[src/rtl/ssd_pkg.sv]
// Shared types and constants for the seven-segment scan scheduler.
// Segment patterns are active-low {g..a}; anodes are active-low.
package ssd_pkg;

   localparam logic [6:0] SEG_BLANK  = 7'h7F;
   localparam int         NUM_DIGITS = 4;

   typedef enum logic [1:0] {
      ST_BLANK,
      ST_ON,
      ST_OFF
   } ssd_state_t;

   typedef logic [1:0] digit_idx_t;

   // Active-low one-cold anode pattern for a digit position.
   function automatic logic [3:0] anode_sel(digit_idx_t i);
      return ~(4'b0001 << i);
   endfunction

endpackage

[src/rtl/ssd_slot_timer.sv]
// Slot timing: per-slot cycle counter, digit index, blank end, slot wrap,
// frame pulse and (with SSD_PWM_EN) the PWM sub-tick.
module ssd_slot_timer
   import ssd_pkg::*;
#(
   parameter int SLOT_CYCLES  = 25000,
   parameter int BLANK_CYCLES = 1000
) (
   input  logic       clk,
   input  logic       rst,
   output digit_idx_t idx,
   output logic       blank_done,
   output logic       slot_wrap,
`ifdef SSD_PWM_EN
   output logic       sub_tick,
`endif
   output logic       frame
);

   localparam int CW = $clog2(SLOT_CYCLES);

   logic [CW-1:0] cnt;

   assign blank_done = (cnt == CW'(BLANK_CYCLES - 1));
   assign slot_wrap  = (cnt == CW'(SLOT_CYCLES - 1));
   assign frame      = slot_wrap && (idx == 2'd3);

   // Cycle counter within the slot; digit index advances on wrap.
   always_ff @(posedge clk or posedge rst) begin
      if (rst) begin
         cnt <= '0;
         idx <= '0;
      end else if (slot_wrap) begin
         cnt <= '0;
         idx <= idx + 2'd1;
      end else begin
         cnt <= cnt + CW'(1);
      end
   end

`ifdef SSD_PWM_EN
   localparam int SUB = (SLOT_CYCLES - BLANK_CYCLES) / 16;
   localparam int SW  = (SUB > 1) ? $clog2(SUB) : 1;

   logic [SW-1:0] sub_cnt;

   assign sub_tick = (cnt >= CW'(BLANK_CYCLES)) &&
                     (sub_cnt == SW'(SUB - 1));

   // Sub-period counter, phase-locked to the end of the blank gap.
   always_ff @(posedge clk or posedge rst) begin
      if (rst)
         sub_cnt <= '0;
      else if (cnt < CW'(BLANK_CYCLES) || sub_tick)
         sub_cnt <= '0;
      else
         sub_cnt <= sub_cnt + SW'(1);
   end
`endif

endmodule

[src/rtl/ssd_scan_scheduler.sv]
// Four-digit seven-segment scan scheduler: digit register file, slot FSM,
// anti-ghost blanking and brightness PWM (enabled by macro SSD_PWM_EN).
module ssd_scan_scheduler
   import ssd_pkg::*;
#(
   parameter int SLOT_CYCLES  = 25000,
   parameter int BLANK_CYCLES = 1000
) (
   input  logic       clk,
   input  logic       rst,
   input  logic [6:0] wr_val,
   input  logic       write,
   input  logic       clear,
   input  logic [3:0] brightness,
   output logic [6:0] seg,
   output logic [3:0] an,
   output logic       frame
);

   logic [6:0] digit [NUM_DIGITS];
   ssd_state_t state;
   digit_idx_t idx;
   logic       blank_done;
   logic       slot_wrap;

`ifdef SSD_PWM_EN
   logic       sub_tick;
   logic [3:0] pwm_cnt;
`else
   logic       unused_bright;
   assign unused_bright = ^brightness;
`endif

   ssd_slot_timer #(
      .SLOT_CYCLES  (SLOT_CYCLES),
      .BLANK_CYCLES (BLANK_CYCLES)
   ) u_timer (
      .clk        (clk),
      .rst        (rst),
      .idx        (idx),
      .blank_done (blank_done),
      .slot_wrap  (slot_wrap),
`ifdef SSD_PWM_EN
      .sub_tick   (sub_tick),
`endif
      .frame      (frame)
   );

   // Digit shift register; clear has priority over a same-cycle write.
   always_ff @(posedge clk or posedge rst) begin
      if (rst) begin
         for (int i = 0; i < NUM_DIGITS; i++)
            digit[i] <= SEG_BLANK;
      end else if (clear) begin
         for (int i = 0; i < NUM_DIGITS; i++)
            digit[i] <= SEG_BLANK;
      end else if (write) begin
         for (int i = NUM_DIGITS - 1; i > 0; i--)
            digit[i] <= digit[i-1];
         digit[0] <= wr_val;
      end
   end

   // Slot FSM with registered outputs; seg doubles as the per-slot
   // shadow latch, so mid-slot digit updates never tear the display.
   always_ff @(posedge clk or posedge rst) begin
      if (rst) begin
         state <= ST_BLANK;
         seg   <= SEG_BLANK;
         an    <= 4'hF;
`ifdef SSD_PWM_EN
         pwm_cnt <= '0;
`endif
      end else if (slot_wrap) begin
         state <= ST_BLANK;
         seg   <= SEG_BLANK;
         an    <= 4'hF;
      end else begin
         unique case (state)
            ST_BLANK: begin
               if (blank_done) begin
                  state <= ST_ON;
                  seg   <= digit[idx];
                  an    <= anode_sel(idx);
`ifdef SSD_PWM_EN
                  pwm_cnt <= '0;
`endif
               end
            end
            ST_ON: begin
`ifdef SSD_PWM_EN
               if (sub_tick) begin
                  pwm_cnt <= pwm_cnt + 4'd1;
                  if (({1'b0, pwm_cnt} + 5'd1) > {1'b0, brightness}) begin
                     state <= ST_OFF;
                     seg   <= SEG_BLANK;
                     an    <= 4'hF;
                  end
               end
`endif
            end
            ST_OFF: begin
            end
            default: state <= ST_BLANK;
         endcase
      end
   end

endmodule

[config.mk]
export PLATFORM = sky130hd
export DESIGN_NAME = ssd_scan_scheduler
export DESIGN_NICKNAME = d
export VERILOG_FILES = /design/src/rtl/ssd_pkg.sv /design/src/rtl/ssd_slot_timer.sv /design/src/rtl/ssd_scan_scheduler.sv
export SDC_FILE = /design/constraint.sdc
export NUM_CORES = 1
export LEC_CHECK = 0
export CORE_UTILIZATION = 45
export DETAILED_ROUTE_END_ITERATION = 10
export PLACE_DENSITY_LB_ADDON = 0.2
export RECOVER_POWER = 50
export SLEW_MARGIN = 20
export SYNTH_ARGS = -nofsm -noshare
export SYNTH_HDL_FRONTEND = slang
export SYNTH_SLANG_ARGS = --single-unit
[constraint.sdc]
create_clock -name clk -period 5.7 [get_ports clk]
set_clock_uncertainty 0.2 [all_clocks]
set_input_delay 0.57 -clock clk [delete_from_list [all_inputs] [get_ports clk]]
set_output_delay 0.57 -clock clk [all_outputs]
set_load 0.1 [all_outputs]
==> results of run 1 <==
## per-layer routing
| layer | share of wire (%) | wire, microns | GRT usage [%] | up-vias |
|---|---|---|---|---|
| met2 | 47 | 2280 | 27.0 | 21 |
| met3 | 2.3 | 111 | 3.41 | 7 |
| met1 | 49 | 2370 | 22.9 | 845 |
| li1 | - | - | - | 837 |
| met4 | 1.4 | 67 | 10.2 | 0 |
| met5 | 0 | 0 | 0 | - |
## kinds of logic after synthesis
logic type	share of synthesized area, %
compound gates	10.9
xor+xnor	4.15
fa+ha+maj	2.28
buf+inv	2.42
flops	53.8
mux	8.85
simple gates	17.7
## final cells by class
class	count	area (sq um)	area share [%]
inverters	3	11.3	0.354
clock buffers	14	174	5.47
flip-flops and latches	57	1480	46.4
well taps	75	93.8	2.95
clock inverters	2	10.0	0.315
multi-input cells	150	1200	37.8
repair buffers	23	213	6.69
## stage by stage
step | utilization, % | area [sq um]
2_1_floorplan | - | 2740
3_3_place_gp | 51.1 | 3010
3_5_place_dp | 51.1 | 3010
4_1_cts | 54.2 | 3190
5_1_grt | 54.0 | 3180
6_report | 54.0 | 3180
## cell usage in the layout (no fill, tap or decap), types with 2 or more instances in the layout
| cell type | n |
|---|---|
| nor2b_1 | 28 |
| and2_1 | 2 |
| nand4_1 | 4 |
| ha_1 | 5 |
| clkdlybuf4s50_1 | 19 |
| or2_2 | 2 |
| nand3_1 | 2 |
| clkbuf_1 | 5 |
| nor3_1 | 4 |
| dfrtp_1 | 18 |
| inv_1 | 2 |
| clkbuf_8 | 10 |
| nor2_1 | 11 |
| mux4_2 | 7 |
| xnor2_1 | 6 |
| nand2_1 | 19 |
| clkinv_2 | 2 |
| o211ai_1 | 4 |
| mux2i_1 | 7 |
| or4_4 | 2 |
| dfstp_2 | 39 |
| a211o_1 | 28 |
| xor2_1 | 7 |
## sequential cells by signal, summed over array words and instances (netlist names)
register,count
state,1
u_timer.idx,2
an,4
digit,28
seg,7
u_timer.cnt,15
## path summary, 6_finish.rpt
check	end	slack, ns	depth (start not counted)
setup / recovery	frame	1.69	6
hold / removal	u_timer.cnt[0]$_DFF_PP0_	0.29	1
setup reg to reg	an[1]$_DFFE_PP1P_	3.33	4
hold reg to reg	u_timer.cnt[0]$_DFF_PP0_	0.29	1
max in group asynchronous	u_timer.cnt[8]$_DFF_PP0_	2.01	3
min in group asynchronous	u_timer.cnt[0]$_DFF_PP0_	1.63	3
## report_power, final
group / internal, uW / switching, uW
Combinational: 25.4 / 24.7
Sequential: 428 / 8.57
Clock: 195 / 149
Total: 648 / 182
==> run_results.csv, run 1 <==
group,metric,value,unit
drt,drcViolationCount,0,
synth,synth_edf_count,0,
drt,ant_nets,0,
finish,syn2layout_area_growth,15.9,%
synth,syn_inst,224,
setup_path,critPathKind,"reg2out",
cts,numCtsBuffers,9,
timing,worstMarginPinSlew,2.96,ns
place,placed_cells,308,
synth,yosys_warnings,0,
setup_path,slowest_delay,1.12,ns
synth,synth-seq-area-share,53.8,%
cts,cts_setup_buffers,0,
timing,fin_crit,4.01,ns
setup_path,crit_arrival,3.24,ns
cts,hold_buffers,0,
die,dieWidth,80.1,microns
global_routing,grt_max_degree,58,
global_routing,grt-ovfl-total,0,
timing,rsz0062_at_grt,"no",
place,io_buffer_count,22,
timing,relSlewSlack,-97.7,%
cts,clock-sinks,57,
synth,ys_top_cells_by_count,"dfstp_2, a211o_1, nor2b_1",
cts,clock_latency,0.32,ns
timing,max_freq,249,MHz
place,hpwl,2980,microns
run,drv_cap,2,
synth,synth.top_cell.area_share,37.3,%
die,ioPinCount,27,
cts,cts_tree,"yes",
power_and_ir_drop,finalPower,830,uW
global_routing,grt_util_all_layers,17.5,%
cts,path_clk_slew,0.06,ns
die,die_area,6410,sq um
synth,synthFlopType,"dfstp_2",
finish,num_antenna_cells,0,
drt,drtIter0Drc,93,
setup_path,crit_path_end_kind,"output port",
timing,tns,0,ns
synth,synthArstFlopShare,100,%
drt,first_pass_iters,4,
hold_path,hp-start,"u_timer.cnt[0]$_DFF_PP0_",
drt,vias,1710,
timing,maxSlewViolCount,115,
power_and_ir_drop,ir_drop,0.000173,V
finish,fin_cells,324,
synth,synth_area_leaders,"dfstp_2, dfrtp_1, a211o_1, nor2b_1, mux4_2",
finish,layout-drive-gt1-share,28.5,%
outcome,violations,"capacitance limit, slew limit",
setup_path,cp-startpoint,"u_timer.cnt[0]$_DFF_PP0_",
synth,synth_fp_nets,244,
drt,viasPerCell,5.28,
synth,synth.avg_cell_area,12.2,sq um
setup_path,crit_chain,"ha_1, and4bb_2, nand2_2, nor4_4, and2_1, clkdlybuf4s50_1",
timing,setup_ws,1.69,ns
cts,clock_path_buffers,2,
drt,wl,4830,microns
setup_path,path_max_fanout,10,
setup_path,worst_ep_required_time,4.93,ns
timing,hold_viol,0,
power_and_ir_drop,power.density,261,nW/um^2
synth,yosysTopAreaCell,"dfstp_2",
timing,setup_viol,0,
die,fp-row-count,28,
place,dp_worst_setup_slack,1.99,ns
outcome,outcome,"finished, violations left",
synth,yosysMostFrequentCell,"dfstp_2",
cts,cts-root-buf,"clkbuf_8",
synth,netlist_area,2740,sq um
die,coreArea,5890,sq um
synth,synth-seq-cells,57,
hold_path,hp-class,"reg2reg",
global_routing,grt_pass1_wl,8310,microns
setup_path,crit_path_top_delay_cell,"clkdlybuf4s50_1",
setup_path,crit_family,"simple AND/OR/NAND/NOR gates",
synth,yosysUniqueCellTypes,34,
setup_path,worst-path-buf-inv,1,
finish,final_nets,264,
timing,period_share,70.4,%
global_routing,grt_pass1_vias,1754,
global_routing,antenna_found_initial,0,
drt,wl_per_cell,14.9,microns
cts,cts_max_level,3,
finish,n_fill_cell,528,
setup_path,rr_startpoint,"u_timer.cnt[0]$_DFF_PP0_",
timing,whs,0.290,ns
die,die-height,80.1,microns
place,place.gp.congestion,0.820,
power_and_ir_drop,power.leakage,0.00131,uW
die,start_util,46.6,%
setup_path,cp-start-kind,"flop",
cts,cts_resized,0,
Power figures use the tool's default switching activity.
==> run 2, diff against run 1 <==
==> constraint.sdc (replaced) <==
create_clock -name clk -period 3.97 [get_ports clk]
set_clock_uncertainty 0.2 [all_clocks]
set_input_delay 0.397 -clock clk [delete_from_list [all_inputs] [get_ports clk]]
set_output_delay 0.397 -clock clk [all_outputs]
set_load 0.1 [all_outputs]
==> run 2 against run 1 <==
  * The flow now finishes without violations
  * Register-to-register slack got worse by 1.7 ns
  * Cell count fell by 0.62%
  * Worst setup slack worse by 0.76 ns
  * Core utilization decreased by 0.53 points
  * Sequential power up 44%
  * Wire length about the same
  * Clock-buffer cell count shrank 1
  * First-iteration DRC count fell by 15%
  * Global-route usage about the same
  * Clock power rose by 29%
  * Sequential cell count stayed put
==> run_results.csv, run 2 (same netlist as run 1, synthesis figures left out) <==
group,metric,value,unit
outcome,outcome,"finished clean",
setup_path,worst_ep_required_time,3.37,ns
cts,path_clk_slew,0.06,ns
setup_path,path_max_fanout,10,
setup_path,critPathKind,"reg2out",
place,placed_cells,308,
setup_path,crit_arrival,2.44,ns
finish,fin_util,53.5,%
drt,first_pass_iters,4,
timing,relSlewSlack,6.04,%
finish,num_antenna_cells,0,
timing,fin_crit,3.04,ns
die,start_util,46.6,%
finish,largest_reg_flops,28,
drt,dr_wl_met2,2240,microns
timing,hold_viol,0,
cts,hold_buffers,0,
power_and_ir_drop,swShare,22.4,%
drt,drcViolationCount,0,
global_routing,grt_max_degree,57,
power_and_ir_drop,power_frac_comb,6.3,%
finish,syn2layout_area_growth,14.7,%
drt,wl_per_cell,15.0,microns
cts,cts_setup_buffers,0,
global_routing,grt_pass1_vias,1721,
timing,period_share,76.6,%
drt,wl_met3,149,microns
die,die_area,6410,sq um
die,coreArea,5890,sq um
drt,viasPerCell,5.48,
global_routing,grt_util_all_layers,17.5,%
hold_path,hp-class,"reg2reg",
cts,clock_latency,0.33,ns
timing,tns,0,ns
run,drv_cap,0,
finish,layout_common_cells,"dfstp_2, nor2b_1, a211o_1",
cts,cts_tree,"yes",
cts,numCtsBuffers,9,
timing,rsz0062_at_grt,"no",
drt,drtIter0Drc,79,
drt,ant_nets,0,
die,dieWidth,80.1,microns
timing,setup_viol,0,
drt,highest_layer,"met4",
cts,clock_path_buffers,2,
cts,clock-sinks,57,
timing,worstMarginPinSlew,1.41,ns
power_and_ir_drop,intPower,887,uW
cts,cts-root-buf,"clkbuf_8",
timing,max_freq,329,MHz
power_and_ir_drop,power.leakage,0.00130,uW
power_and_ir_drop,p_clk_share,38.9,%
global_routing,grt-ovfl-total,0,
setup_path,cp-start-kind,"flop",
place,place.gp.congestion,0.796,
place,io_buffer_count,22,
drt,wl,4830,microns
finish,reg.largest.list,"digit x28, u_timer.cnt x15, seg x7",
finish,fin_cells,322,
global_routing,grt_pass1_wl,8220,microns
cts,cts_resized,0,
finish,layout-drive-gt1-share,27.9,%
place,hpwl,3060,microns
finish,top_register,"digit",
setup_path,crit_path_end_kind,"output port",
drt,vias,1764,
finish,final_nets,264,
cts,cts_max_level,3,
power_and_ir_drop,seq_power_share,54.8,%
global_routing,antenna_found_initial,0,
die,fp-row-count,28,
power_and_ir_drop,power.density,363,nW/um^2
finish,layout_commonest_cell,"dfstp_2",
die,die-height,80.1,microns
power_and_ir_drop,ir_drop,0.000247,V
die,ioPinCount,27,
drt,wl_met1,2360,microns
power_and_ir_drop,power.switching,256,uW
timing,maxSlewViolCount,0,
==> run 2: changes by cell type in the layout (fill, tap and decap cells not counted), sizes merged <==
| cell | delta |
|---|---|
| inv | +1 |
| clkinv | -2 |
| buf | +1 |
| clkbuf | -2 |
==> run 2: power groups by stage <==
| stage | logic, uW | clock network (uW) | registers [uW] |
|---|---|---|---|
| 3_3_place_gp | 72.4 | 0 | 635 |
| 6_report | 71.9 | 444 | 626 |
| 2_1_floorplan | 55.5 | 0 | 630 |
| 5_1_grt | 80.5 | 485 | 629 |
| 3_5_place_dp | 73.4 | 0 | 635 |
| 4_1_cts | 73.7 | 459 | 626 |
==> run 2: worst paths after layout <==
check / from / endpoint / slack [ns] / cells past startpoint
max reg2reg: u_timer.cnt[0]$_DFF_PP0_ / an[3]$_DFFE_PP1P_ / 1.63 / 4
max in group asynchronous: rst / digit[24]$_DFFE_PP1P_ / 1.37 / 3
min reg2reg: u_timer.cnt[0]$_DFF_PP0_ / u_timer.cnt[0]$_DFF_PP0_ / 0.29 / 1
min in group asynchronous: rst / u_timer.cnt[1]$_DFF_PP0_ / 0.72 / 2
min: u_timer.cnt[0]$_DFF_PP0_ / u_timer.cnt[0]$_DFF_PP0_ / 0.29 / 1
max: u_timer.cnt[0]$_DFF_PP0_ / frame / 0.93 / 6
==> run 2: final cells by class <==
type / count / area (sq um)
Multi-Input combinational cell: 150 / 1200
Timing Repair Buffer: 23 / 216
Clock buffer: 13 / 149
Fill cell: 540 / 2740
Tap cell: 75 / 93.8
Inverter: 3 / 11.3
Sequential cell: 57 / 1480
Clock inverter: 1 / 5.00
==> run 2: critical path, stage by stage, from the launching register on <==
cell and delay, ns:
dfrtp_1 0.39, ha_1 0.24, and4bb_2 0.29, nand2_2 0.09, nor4_4 0.61, and2_1 0.21, buf_4 0.28
==> run 2: per-layer routing <==
layer,GRT usage (%),vias to the layer above
li1,-,839
met1,22.5,887
met2,26.8,29
met3,4.43,9
met4,10.2,0
met5,0,-
==> run 2: per-stage QoR <==
stage	instance area [sq um]	total power [uW]	hold slack, ns	setup WS, ns
global placement	3000	707	0.278	1.28
global route	3150	1190	0.326	0.755
finish	3150	1140	0.291	0.929
detailed placement	3000	708	0.288	1.27
floorplan	2740	685	0.255	1.14
CTS	3160	1160	0.296	0.890
